File: config.mk
export PLATFORM = sky130hd
export DESIGN_NAME = tt_dfd_ccg_ctrl
export DESIGN_NICKNAME = d
export VERILOG_FILES = /design/src/rtl/tt_dfd_ccg_ctrl.sv
export SDC_FILE = /design/constraint.sdc
export NUM_CORES = 1
export LEC_CHECK = 0
export BUFFER_PORTS_ARGS = -buffer_cell sky130_fd_sc_hd__buf_2
export CELL_PAD_IN_SITES_DETAIL_PLACEMENT = 0
export CELL_PAD_IN_SITES_GLOBAL_PLACEMENT = 1
export CORE_MARGIN = 2
export CORE_UTILIZATION = 42
export DETAILED_ROUTE_END_ITERATION = 16
export GPL_ROUTABILITY_DRIVEN = 0
export GPL_TIMING_DRIVEN = 0
export PLACE_DENSITY_LB_ADDON = 0.25
export SLEW_MARGIN = 30
export SYNTH_ARGS = -nofsm -noshare
export SYNTH_HDL_FRONTEND = slang
export SYNTH_SLANG_ARGS = --single-unit
File: constraint.sdc
create_clock -name clk -period 2.1 [get_ports clk]
set_clock_uncertainty 0.05 [all_clocks]
set_input_delay 0.105 -clock clk [delete_from_list [all_inputs] [get_ports clk]]
set_output_delay 0.105 -clock clk [all_outputs]
set_load 0.01 [all_outputs]
File: src/rtl/tt_dfd_ccg_ctrl.sv
// tt_dfd_ccg_ctrl: clock-enable controller for a bank of DFD clock-gating cells.
// Latency: req sampled -> PEND next edge -> clk_en one edge later -> ack WAKE_LAT edges after that.
// Backpressure: wake grants are staggered STAGGER_CYC apart (round-robin); requesters simply wait in PEND.
//
// Ports:
//   clk, rst         free-running clock, asynchronous active-high reset
//   req[N]           per-domain clock request
//   busy[N]          per-domain activity; keeps the clock on after req drops
//   cfg_force_en     forces every clk_en high (registered), FSMs unaffected
//   cfg_idle_thresh  idle cycles spent in DRAIN before the clock turns off
//   clk_en[N]        registered enable to the gating cells (all-ones in reset)
//   ack[N]           registered; domain clock is on and settled
//   all_off          combinational; every domain FSM is in OFF
module tt_dfd_ccg_ctrl #(
  parameter int NUM_DOM     = 4,
  parameter int STAGGER_CYC = 4,
  parameter int WAKE_LAT    = 2,
  parameter int IDLE_W      = 8
) (
  input  logic               clk,
  input  logic               rst,
  input  logic [NUM_DOM-1:0] req,
  input  logic [NUM_DOM-1:0] busy,
  input  logic               cfg_force_en,
  input  logic [IDLE_W-1:0]  cfg_idle_thresh,
  output logic [NUM_DOM-1:0] clk_en,
  output logic [NUM_DOM-1:0] ack,
  output logic               all_off
);

  localparam int SW = (WAKE_LAT > 0) ? $clog2(WAKE_LAT + 1) : 1;
  localparam int GW = (STAGGER_CYC > 1) ? $clog2(STAGGER_CYC) : 1;
  localparam int PW = (NUM_DOM > 1) ? $clog2(NUM_DOM) : 1;
  localparam logic [SW-1:0] SETTLE_INIT = SW'(WAKE_LAT);
  localparam logic [GW-1:0] STAG_INIT   = GW'(STAGGER_CYC - 1);

  typedef enum logic [1:0] {
    ST_OFF   = 2'd0,
    ST_PEND  = 2'd1,
    ST_ON    = 2'd2,
    ST_DRAIN = 2'd3
  } state_t;

  state_t             state_q  [NUM_DOM];
  state_t             state_d  [NUM_DOM];
  logic [SW-1:0]      settle_q [NUM_DOM];
  logic [SW-1:0]      settle_d [NUM_DOM];
  logic [IDLE_W-1:0]  idle_q   [NUM_DOM];
  logic [IDLE_W-1:0]  idle_d   [NUM_DOM];
  logic [GW-1:0]      stag_q, stag_d;
  logic [PW-1:0]      ptr_q, ptr_d;
  logic [NUM_DOM-1:0] clk_en_q, clk_en_d;
  logic [NUM_DOM-1:0] ack_q, ack_d;
  logic [NUM_DOM-1:0] pend;
  logic [NUM_DOM-1:0] grant;
  logic               fire;
  logic               hi_any;
  int                 hi_sel, lo_sel, sel;

  // A PEND domain whose req has already dropped is withdrawing this cycle and
  // must not be granted.
  always_comb begin
    pend = '0;
    for (int i = 0; i < NUM_DOM; i++) begin
      pend[i] = (state_q[i] == ST_PEND) && req[i];
    end
  end

  // Round-robin pick: ptr_q holds the first index to search (one past the last
  // grantee). Prefer the lowest pending index >= ptr_q, else wrap to the lowest.
  always_comb begin
    hi_any = 1'b0;
    hi_sel = 0;
    lo_sel = 0;
    for (int i = NUM_DOM - 1; i >= 0; i--) begin
      if (pend[i]) begin
        lo_sel = i;
        if (i >= int'(ptr_q)) begin
          hi_sel = i;
          hi_any = 1'b1;
        end
      end
    end
    sel  = hi_any ? hi_sel : lo_sel;
    fire = (stag_q == '0) && (|pend);
    grant = '0;
    for (int i = 0; i < NUM_DOM; i++) begin
      grant[i] = fire && (sel == i);
    end
    ptr_d  = ptr_q;
    stag_d = stag_q;
    if (fire) begin
      ptr_d  = PW'((sel + 1) % NUM_DOM);
      stag_d = STAG_INIT;
    end else if (stag_q != '0) begin
      stag_d = stag_q - GW'(1);
    end
  end

  always_comb begin
    clk_en_d = '0;
    ack_d    = '0;
    for (int i = 0; i < NUM_DOM; i++) begin
      state_d[i]  = state_q[i];
      settle_d[i] = settle_q[i];
      idle_d[i]   = idle_q[i];
      case (state_q[i])
        ST_OFF: begin
          if (req[i]) state_d[i] = ST_PEND;
        end
        ST_PEND: begin
          if (!req[i]) begin
            state_d[i] = ST_OFF;
          end else if (grant[i]) begin
            state_d[i]  = ST_ON;
            settle_d[i] = SETTLE_INIT;
          end
        end
        ST_ON: begin
          if (!req[i] && !busy[i]) begin
            state_d[i] = ST_DRAIN;
            idle_d[i]  = cfg_idle_thresh;
          end else if (settle_q[i] != '0) begin
            settle_d[i] = settle_q[i] - SW'(1);
          end
        end
        ST_DRAIN: begin
          // Clock never stopped during DRAIN, so reentry needs no resettle and
          // takes priority over the idle count expiring.
          if (req[i] || busy[i]) begin
            state_d[i]  = ST_ON;
            settle_d[i] = '0;
          end else if (idle_q[i] == '0) begin
            state_d[i] = ST_OFF;
          end else begin
            idle_d[i] = idle_q[i] - IDLE_W'(1);
          end
        end
        default: state_d[i] = ST_OFF;
      endcase
      clk_en_d[i] = (state_d[i] == ST_ON) || (state_d[i] == ST_DRAIN) || cfg_force_en;
      // ack answers an active request; a busy-only hold keeps the clock but not ack.
      ack_d[i] = (state_d[i] == ST_ON) && (settle_d[i] == '0) && req[i];
    end
  end

  always_ff @(posedge clk or posedge rst) begin
    if (rst) begin
      for (int i = 0; i < NUM_DOM; i++) begin
        state_q[i]  <= ST_OFF;
        settle_q[i] <= '0;
        idle_q[i]   <= '0;
      end
      stag_q   <= '0;
      ptr_q    <= '0;
      clk_en_q <= '1; // clocks run in reset so downstream resets propagate
      ack_q    <= '0;
    end else begin
      for (int i = 0; i < NUM_DOM; i++) begin
        state_q[i]  <= state_d[i];
        settle_q[i] <= settle_d[i];
        idle_q[i]   <= idle_d[i];
      end
      stag_q   <= stag_d;
      ptr_q    <= ptr_d;
      clk_en_q <= clk_en_d;
      ack_q    <= ack_d;
    end
  end

  always_comb begin
    all_off = 1'b1;
    for (int i = 0; i < NUM_DOM; i++) begin
      if (state_q[i] != ST_OFF) all_off = 1'b0;
    end
  end

  assign clk_en = clk_en_q;
  assign ack    = ack_q;

endmodule
; ---- Word-level counts from Yosys, hierarchy flattened
; Index checks and enable logic that the tools add are counted.
[classes]
add_sub_neg = 10
multipliers = 0
div_mod_pow = 0
magnitude_cmp = 3
n_eq_ne = 35
shifts = 0
muxes = 92
bitwise = 0
n_reduce_logical = 74
[ops]
columns = operator, n
row1 = $mux 32, 10
row2 = $mux 8, 12
row3 = $mux 2, 47
row4 = $eq 32x3->1 const B, 2
row5 = $pmux 8 s2, 4
row6 = $eq 2x2->1 const B, 16
row7 = $eq 32x2->1 const B, 1
row8 = $logic_not 32->1, 1
row9 = $logic_not 8->1, 4
row10 = $pmux 2 s4, 4
row11 = $sub 8x1->8 const B, 4
row12 = $reduce_bool 2->1, 14
row13 = $ne 2x2->1 const B, 12
row14 = $pmux 2 s3, 4
row15 = $logic_and 1x1->1, 21
row16 = $logic_not 2->1, 9
row17 = $reduce_and 4->1, 4
row18 = $logic_or 1x1->1, 12
row19 = $mux 1, 11
row20 = $sub 2x1->2 const B, 5
row21 = $eq 2x1->1 const B, 4
row22 = $logic_not 1->1, 8
row23 = $ge 1x2->1 const A, 2
row24 = $reduce_or 4->1, 1
row25 = 2 further kinds, 2
[word_totals]
ff_bits = 60
latch_bits = 0
ramBits = 0
mem_bits_ro = 0
out_inout_bits = 9
elab_cells = 230
mem_count = 0

; ---- Longest topological paths before layout
; Gate-level depths: netlist of the first run.
[logic_depth]
word_depth = 18
mapped_depth = 10

; ---- Worst setup path before layout of the first run
; No wires, ideal clock.
[synth_timing]
path_kind = register to register
start = register state_q[0] (netlist name)
end = register clk_en_q[2], in the netlist clk_en[2]
setup_time_ns = 0.084
arrival_ns = 2.101
setup_slack_ns = -0.135
path_stages_with_launch = 10
path_buffers = 1
period_less_slack_ns = 2.235
cell_sequence = dfrtp_1 clkbuf_1 and3b_1 o32ai_1 a211oi_1 inv_1 ha_1 and4_1 a21o_1 or2_2
[synth_lines]
columns = element, line_no
row1 = "start, declared", 44  ; state_t state_q [NUM_DOM];
row2 = "start signal, assigned by index", 160  ; state_q[i] <= state_d[i];
row3 = "end signal, assigned", 166  ; clk_en_q <= clk_en_d;
row4 = "end, declared", 52  ; logic [NUM_DOM-1:0] clk_en_q, clk_en_d;

==> results of run 1 <==
worst max-delay path by stage:
stage               startpoint  depth (start not counted)    endpoint  slack (ns)
floorplan           state_q[2]                          9   clk_en[2]        0.02
global placement           rst                          2  idle_q[18]       -0.38
global route        state_q[7]                          9   clk_en[2]       -0.08
finish              state_q[2]                         10   clk_en[2]        0.02
detailed placement  state_q[2]                          9   clk_en[2]       -0.23
CTS                 state_q[2]                          9   clk_en[2]       -0.02
layer usage:
metal / GRT usage, % / vias up
li1: - / 1588
met1: 29.9 / 1587
met2: 35.3 / 60
met3: 3.05 / 8
met4: 8.57 / 0
met5: 0 / -
timing repair:
item | CTS | global route
setup buffers | 9 | 15
pin swaps | 5 | 10
endpoints found under the hold margin | 29 | 0
resized for setup | 21 | 26
hold buffers | 4 | 0
endpoints found under the setup margin | 9 | 30
area by class of cell:
cell class              instances  area [µm²]  share of cell area [%]
inverters                      21        81.3                    1.84
clock buffers                  13         149                    3.37
well taps                     105         131                    2.98
flip-flops and latches         60        1510                    34.2
clock inverters                 3        15.0                   0.340
multi-input cells             301        2060                    46.7
repair buffers                 56         387                    8.76
plain buffers                  14        78.8                    1.79
metrics by stage:
stage | cell area, µm² | setup slack [ns] | total power, mW | cells
final | 4420 | 0.0219 | 5.81 | 573
after global routing | 4420 | -0.0790 | 6.31 | 573
after global placement | 3830 | -0.385 | 4.36 | 530
after CTS | 4200 | -0.0244 | 5.52 | 560
after detailed placement | 3850 | -0.231 | 4.42 | 531
after floorplan | 3560 | 0.0194 | 3.80 | 398
cell usage in the layout (no fill, tap or decap), types with 3 or more instances in the layout:
cell,n
a31o_2,4
inv_1,20
nand3_1,10
ha_4,3
a21oi_1,31
o211ai_1,3
nor2_1,34
dfrtp_2,4
buf_6,6
or3b_1,4
o22ai_1,9
ha_1,8
nor2b_1,5
or3_1,3
clkbuf_8,10
and2_1,3
dlygate4sd3_1,4
nand4_1,5
buf_4,21
dfstp_2,4
nand2_1,31
a2bb2oi_1,3
clkinv_2,3
nand3b_1,5
mux2i_1,3
nor4b_2,4
a21o_1,8
a22oi_1,6
a31oi_1,5
clkbuf_1,10
buf_2,30
nor3_1,11
o21ai_0,41
nand2b_1,7
dfrtp_1,52
registers in the layout (all words and copies together) (netlist names):
name,flops
ack,4
clk_en,4
idle_q,32
ptr_q,2
settle_q,8
stag_q,2
state_q,8
power by group:
part,internal [mW],switching (mW)
sequential,1.68,0.536
clock,0.456,0.460
combinational,1.22,1.45
total,3.36,2.45
logic make-up (layout without fill, tap and decap cells):
| kind of cell | count (synthesis) | count (layout) | share of synthesized area, % |
|---|---|---|---|
| flip-flops | 60 | 60 | 42.4 |
| buffers and inverters | 37 | 107 | 4.40 |
| AND/OR/NAND/NOR | 149 | 149 | 23.1 |
| multiplexers | 4 | 4 | 1.16 |
| adder cells (fa/ha/maj) | 12 | 12 | 4.22 |
| AO/OA/AOI/OAI | 136 | 136 | 24.8 |
==> run_results.csv, run 1 <==
group,metric,value,unit
yosys,netlist.area_leader.share,39.4,%
run_status,status,"complete, no violations",
sta,finalCritPeriodShare,99.0,%
routing,met2_wirelength,4520,µm
sta,slew_headroom,61.1,%
yosys,yosysTopAreaCell,"dfrtp_1",
sta,drv_slew,0,
sta,finalSetupViolations,0,
worst_setup_path,worstSetupStartpointType,"flip-flop",
worst_hold_path,hp-start,"req[3]",
grt,grtUsageTotal,22.0,%
floorplanning,num_rows,33,
floorplanning,die_w,96.0,µm
clock_network,cts_tree,"yes",
yosys,synth_most_common_cell,"dfrtp_1",
routing,routed.top_layer,"met4",
floorplanning,initial_core_util,43.3,%
routing,wl_per_cell,16.5,µm
worst_setup_path,crit_type,"flip-flop to flip-flop",
yosys,syn-num-nets,429,
placement,portBuffers,27,
routing,drtAntennaViolNets,0,
finish,final_core_util,53.7,%
worst_setup_path,worstReg2RegEnd,"clk_en[2]",
grt,gr-total-overflow,0,
grt,grt_max_degree,36,
worst_hold_path,hold_end,"settle_q[0]",
worst_hold_path,hold_path_class,"primary input to flip-flop",
yosys,yosysUniqueCellTypes,63,
worst_setup_path,critical-path-top-delay-family,"simple AND/OR/NAND/NOR gates",
placement,place_hpwl,6430,µm
routing,vias,3243,
floorplanning,fp.dieH,96.0,µm
yosys,async_flop_share,100,%
job,max-cap-violations,0,
power,leakage,1.90,nW
routing,drt_iter0_markers,172,
clock_network,cts.sinks,60,
finish,synthToLayoutAreaGrowth,24.2,%
worst_setup_path,cpPeakStageDelay,0.38,ns
worst_setup_path,ff2ff_path_depth,10,
yosys,synth_area_leaders,"dfrtp_1, o21ai_0, a21oi_1",
sta,rsz0062_at_grt,"true",
sta,finalSetupTns,0,ns
worst_setup_path,reg2reg_slack,0.02,ns
yosys,synthesis.instances,398,
finish,nFillCells,786,
routing,routed_wl,9440,µm
clock_network,clockBufferDepth,2,
sta,hold_ws,0.0154,ns
grt,grt_pass1_wl,15300,µm
worst_setup_path,cp.arrival,2.30,ns
yosys,synth-edff-count,0,
worst_setup_path,end_kind,"flip-flop",
power,power_density,1310,nW/µm²
clock_network,root_buffer,"clkbuf_8",
yosys,syn_area_per_cell,8.93,µm²
finish,final_nets,494,
yosys,yosys_warnings,0,
worst_setup_path,crit_fanout,6,
yosys,yosysSeqAreaShare,42.4,%
yosys,synth_common_cells,"dfrtp_1, o21ai_0, nor2_1",
clock_network,htreeDepth,3,
worst_setup_path,path_cells,"buf_6 > nand3b_1 > o22ai_2 > a211oi_2 > inv_1 > buf_6 > ha_4 > and4_4 > a21o_1 > or2_4",
clock_network,clkTransAtPathRegs,0.07,ns
finish,layout-drive-gt1-share,26.3,%
routing,first_pass_iters,4,
worst_setup_path,slowest_stage,"dfrtp_1",
floorplanning,pin_count,28,
worst_setup_path,critPathBufInv,3,
power,vdd_drop_max,0.522,mV
grt,grt_pass1_vias,2995,
floorplanning,die_area,9220,µm²
clock_network,clk_latency,0.34,ns
floorplanning,coreArea,8220,µm²
sta,hold_viol,0,
sta,tightest_slew,0.579,ns
routing,drt-vias-per-instance,5.66,
sta,max_freq,481,MHz
routing,drc,0,
worst_setup_path,critPathMostFrequentCell,"buf_6",
worst_setup_path,cp.required,2.32,ns
finish,antenna_cells,0,
grt,antenna_found_initial,0,
yosys,synthFlopType,"dfrtp_1",
yosys,yosys_register_bits,60,
routing,wl_met3,326,µm
yosys,syn_area,3560,µm²
worst_setup_path,r2r-start,"state_q[2]",
clock_network,numCtsBuffers,9,
sta,post-route-min-period,2.08,ns
routing,met1_length,4500,µm
worst_hold_path,min_path_cells,2,
No activity file was read; power rests on OpenSTA's default activity.
==> run 2: changes to the inputs <==
--- a/config.mk
+++ b/config.mk
@@ -14,6 +14,7 @@
 export GPL_ROUTABILITY_DRIVEN = 0
 export GPL_TIMING_DRIVEN = 0
 export PLACE_DENSITY_LB_ADDON = 0.25
+export SETUP_SLACK_MARGIN = 0.05
 export SLEW_MARGIN = 30
 export SYNTH_ARGS = -nofsm -noshare
 export SYNTH_HDL_FRONTEND = slang
==> run 2 against run 1 <==
Count of clock-buffer cells in the layout shrank 2. Highest routed layer unchanged. Critical endpoint is now ack[3]. Power is essentially flat. Critical path type unchanged. Flip-flop and latch count is the same. Largest power group unchanged.
==> run_results.csv, run 2 (synthesis results as in run 1) <==
group,metric,value,unit
run_status,status,"complete, no violations",
power,vdd_drop_max,0.549,mV
floorplanning,initial_core_util,43.3,%
grt,gr-total-overflow,0,
routing,first_pass_iters,6,
sta,slew_headroom,63.3,%
clock_network,root_buffer,"clkbuf_8",
finish,synthToLayoutAreaGrowth,24.0,%
grt,antenna_found_initial,0,
finish,regMostFlops,"idle_q",
sta,finalCritPeriodShare,98.6,%
floorplanning,pin_count,28,
power,power_density,1320,nW/µm²
floorplanning,fp.dieH,96.0,µm
clock_network,htreeDepth,3,
routing,drc,0,
finish,postLayoutCellArea,4410,µm²
finish,reg_top3,"idle_q (32), settle_q (8), state_q (8)",
routing,drt-vias-per-instance,5.60,
finish,antenna_cells,0,
floorplanning,die_area,9220,µm²
clock_network,clockBufferDepth,2,
worst_hold_path,hold_path_class,"primary input to flip-flop",
routing,routed_wl,9290,µm
worst_setup_path,cp.required,2.28,ns
finish,nFillCells,799,
placement,placed_area,3860,µm²
routing,vias,3195,
placement,dp_cells,531,
power,leakage,1.90,nW
finish,register_area,1510,µm²
finish,final_nets,492,
finish,layout-drive-gt1-share,26.6,%
finish,final_common_cell,"dfrtp_1",
routing,drt_iter0_markers,129,
sta,tightest_slew,0.546,ns
placement,portBuffers,27,
placement,place_hpwl,6390,µm
grt,grt_pass1_wl,15500,µm
sta,rsz0062_at_grt,"true",
routing,drtAntennaViolNets,0,
sta,max_freq,483,MHz
sta,post-route-min-period,2.07,ns
sta,drv_slew,0,
sta,hold_viol,0,
finish,multi_input_area,2070,µm²
floorplanning,die_w,96.0,µm
grt,grt_pass1_vias,3025,
worst_setup_path,crit_fanout,7,
worst_setup_path,end_kind,"flip-flop",
placement,place_ws,-0.248,ns
worst_setup_path,cp.arrival,2.25,ns
grt,grtUsageTotal,22.1,%
finish,largest_reg_flops,32,
worst_setup_path,crit_type,"flip-flop to flip-flop",
finish,final_cell_mix,"dfrtp_1, o21ai_0, nor2_1",
clock_network,clk_latency,0.35,ns
routing,wl_per_cell,16.3,µm
job,max-cap-violations,0,
power,total_power,5.81,mW
sta,finalSetupViolations,0,
grt,grt_max_degree,46,
floorplanning,num_rows,33,
finish,layout.cells.non_filler,571,
worst_setup_path,worstSetupStartpointType,"flip-flop",
floorplanning,coreArea,8220,µm²
clock_network,clkTransAtPathRegs,0.07,ns
clock_network,numCtsBuffers,9,
clock_network,cts.sinks,60,
clock_network,cts_tree,"yes",
sta,worst_slack,0.0292,ns
sta,hold_ws,0.00583,ns
run 2: repair_timing:
action                                  4_1_cts  5_1_grt
setup buffers                                11       12
pin swaps                                    12       10
endpoints found under the setup margin       11       25
resized for setup                            33       16
hold buffers                                  4        0
hold endpoints to repair                     60        0
run 2: final timing paths:
kind | cells past startpoint | endpoint | slack (ns) | startpoint
max in group asynchronous | 4 | clk_en[0] | 1.27 | rst
min reg2reg | 1 | stag_q[0] | 0.43 | stag_q[0]
max reg2reg | 8 | ack[3] | 0.03 | state_q[7]
max | 8 | ack[3] | 0.03 | state_q[7]
min | 2 | settle_q[0] | 0.006 | req[3]
min in group asynchronous | 3 | settle_q[1] | 0.19 | rst
run 2: report_power, final:
group | internal, mW | total, mW | switching [mW] | leakage [nW]
clock network | 0.452 | 0.921 | 0.469 | 0.0889
registers | 1.68 | 2.21 | 0.531 | 0.726
logic | 1.23 | 2.68 | 1.45 | 1.09
run 2: through the flow:
stage                     TNS [ns]  util [%]
after floorplan                  0         -
after global placement      -25.76      46.6
after detailed placement    -0.926      47.0
after CTS                  -0.0858      51.9
after global routing       -0.0608      53.7
final                            0      53.7
run 2: area by class of cell:
type | instances | area share, %
Multi-Input combinational cell | 301 | 46.8
Clock inverter | 5 | 0.624
Clock buffer | 11 | 3.21
Sequential cell | 60 | 34.3
Inverter | 21 | 1.84
Tap cell | 105 | 2.98
Timing Repair Buffer | 54 | 8.43
Buffer | 14 | 1.82
run 2: layer usage:
| layer | track usage, % | up-vias | wire length [µm] |
|---|---|---|---|
| li1 | - | 1583 | - |
| met1 | 31.0 | 1551 | 4360 |
| met2 | 34.6 | 50 | 4520 |
| met3 | 4.15 | 11 | 283 |
| met4 | 6.67 | 0 | 131 |
| met5 | 0 | - | 0 |
run 2: worst max-delay path, stage by stage (launching register included):
cell and delay [ns]:
dfrtp_2 0.45, nand3b_1 0.28, o22ai_2 0.18, a211oi_2 0.11, buf_4 0.16, ha_4 0.15, and3_4 0.17, a22o_1 0.21
and4_1 0.18
==> run 3: changes to the inputs <==
--- a/config.mk
+++ b/config.mk
@@ -6,7 +6,7 @@
 export NUM_CORES = 1
 export LEC_CHECK = 0
 export BUFFER_PORTS_ARGS = -buffer_cell sky130_fd_sc_hd__buf_2
-export CELL_PAD_IN_SITES_DETAIL_PLACEMENT = 0
+export CELL_PAD_IN_SITES_DETAIL_PLACEMENT = 1
 export CELL_PAD_IN_SITES_GLOBAL_PLACEMENT = 1
 export CORE_MARGIN = 2
 export CORE_UTILIZATION = 42
@@ -15,6 +15,7 @@
 export GPL_TIMING_DRIVEN = 0
 export PLACE_DENSITY_LB_ADDON = 0.25
 export SETUP_SLACK_MARGIN = 0.05
+export SKIP_LAST_GASP = 1
 export SLEW_MARGIN = 30
 export SYNTH_ARGS = -nofsm -noshare
 export SYNTH_HDL_FRONTEND = slang
==> run 3 against run 2 <==
The run now ends with negative setup slack left. Wire length is 18% higher. Combinational power is 5% higher. Register-to-register slack worse by 0.11 ns. Die area stayed put. Power is 2.6% higher. Critical path type unchanged.
==> run_results.csv, run 3 (synthesis results as in run 1) <==
group,metric,value,unit
routing,drt-vias-per-instance,5.92,
placement,dp_cells,531,
finish,antenna_cells,0,
routing,first_pass_iters,4,
power,vdd_drop_max,0.595,mV
run_status,status,"finished, violations left",
finish,largest_reg_flops,32,
grt,gr-total-overflow,0,
sta,tightest_slew,0.682,ns
sta,slew_headroom,54.6,%
worst_hold_path,hold_path_class,"primary input to flip-flop",
finish,synthToLayoutAreaGrowth,23.5,%
floorplanning,pin_count,28,
grt,grt_pass1_wl,17500,µm
run_status,violations,"negative setup slack",
floorplanning,coreArea,8220,µm²
finish,layout.cells.non_filler,570,
worst_setup_path,worstSetupStartpointType,"flip-flop",
finish,final_cell_mix,"dfrtp_1, o21ai_0, nor2_1",
worst_setup_path,cp.arrival,2.36,ns
clock_network,cts.sinks,60,
floorplanning,fp.dieH,96.0,µm
clock_network,clkTransAtPathRegs,0.07,ns
sta,post-route-min-period,2.18,ns
grt,grt_pass1_vias,3419,
clock_network,cts_tree,"yes",
clock_network,clk_latency,0.34,ns
grt,antenna_found_initial,0,
grt,grt_max_degree,46,
finish,final_common_cell,"dfrtp_1",
clock_network,root_buffer,"clkbuf_8",
sta,worst_slack,-0.0763,ns
sta,rsz0062_at_grt,"true",
worst_setup_path,cp.required,2.28,ns
clock_network,clockBufferDepth,2,
placement,place_ws,-0.292,ns
finish,final_core_util,53.5,%
clock_network,numCtsBuffers,9,
routing,drc,0,
floorplanning,die_w,96.0,µm
sta,hold_ws,0.0203,ns
floorplanning,initial_core_util,43.3,%
finish,reg_top3,"idle_q (32), settle_q (8), state_q (8)",
routing,drt_iter0_markers,117,
finish,regMostFlops,"idle_q",
finish,final_nets,491,
floorplanning,num_rows,33,
routing,vias,3373,
sta,max_freq,460,MHz
routing,wl_per_cell,19.3,µm
power,total_power,5.96,mW
power,leakage,1.90,nW
job,max-cap-violations,0,
placement,place_hpwl,7250,µm
sta,finalSetupViolations,6,
sta,finalCritPeriodShare,104,%
clock_network,htreeDepth,3,
floorplanning,die_area,9220,µm²
worst_setup_path,crit_type,"flip-flop to flip-flop",
power,power_density,1360,nW/µm²
sta,hold_viol,0,
worst_setup_path,end_kind,"flip-flop",
worst_hold_path,min_path_cells,2,
sta,drv_slew,0,
finish,layout-drive-gt1-share,26.9,%
routing,drtAntennaViolNets,0,
placement,portBuffers,27,
worst_setup_path,crit_fanout,9,
routing,routed_wl,11000,µm
grt,grtUsageTotal,24.8,%
worst_setup_path,ff2ff_path_depth,9,
run 3: where the power goes:
group          switching, mW  internal (mW)
logic                   1.58           1.23
clock network          0.471          0.452
registers              0.547           1.68
total                   2.60           3.36
run 3: repair_timing:
action | in CTS | in global routing
hold buffers | 3 | 0
endpoints found under the hold margin | 61 | 0
setup buffers | 9 | 12
endpoints found under the setup margin | 17 | 34
pin swaps | 8 | 14
resized for setup | 25 | 25
run 3: stage by stage:
step | setup TNS [ns] | instance area (µm²)
4_1_cts | -0.127 | 4220
3_5_place_dp | -1.31 | 3860
3_3_place_gp | -25.76 | 3830
6_report | -0.206 | 4390
5_1_grt | -0.957 | 4390
2_1_floorplan | 0 | 3560
run 3: worst paths after layout:
path	start	endpoint	slack, ns
worst min-delay path	req[3]	settle_q[0]	0.02
max in group asynchronous	rst	clk_en[2]	1.25
min in group asynchronous	rst	state_q[0]	0.19
worst max-delay path	state_q[6]	ack[0]	-0.08
worst min register to register	stag_q[0]	stag_q[0]	0.43
worst max register to register	state_q[6]	ack[0]	-0.08
run 3: layout make-up:
type / count / area, µm²
Multi-Input combinational cell: 301 / 2050
Sequential cell: 60 / 1510
Inverter: 21 / 81.3
Tap cell: 105 / 131
Clock buffer: 11 / 141
Buffer: 15 / 93.8
Clock inverter: 5 / 27.5
Timing Repair Buffer: 52 / 354
Fill cell: 964 / 3820
run 3: worst max-delay path, cell delays in order, from the launching register on:
cell	delay [ns]
dfrtp_1	0.38
buf_6	0.14
nand3b_1	0.22
o22ai_2	0.11
a211oi_2	0.29
inv_1	0.12
ha_2	0.22
nand2_4	0.08
o21ai_1	0.11
nor4b_2	0.35
run 3: metal layers:
metal	vias to the layer above	GRT usage, %	part of all wire, %
li1	1582	-	-
met1	1710	32.8	43
met2	64	42.0	52
met3	17	4.07	3.4
met4	0	6.43	1.8
met5	-	0	0
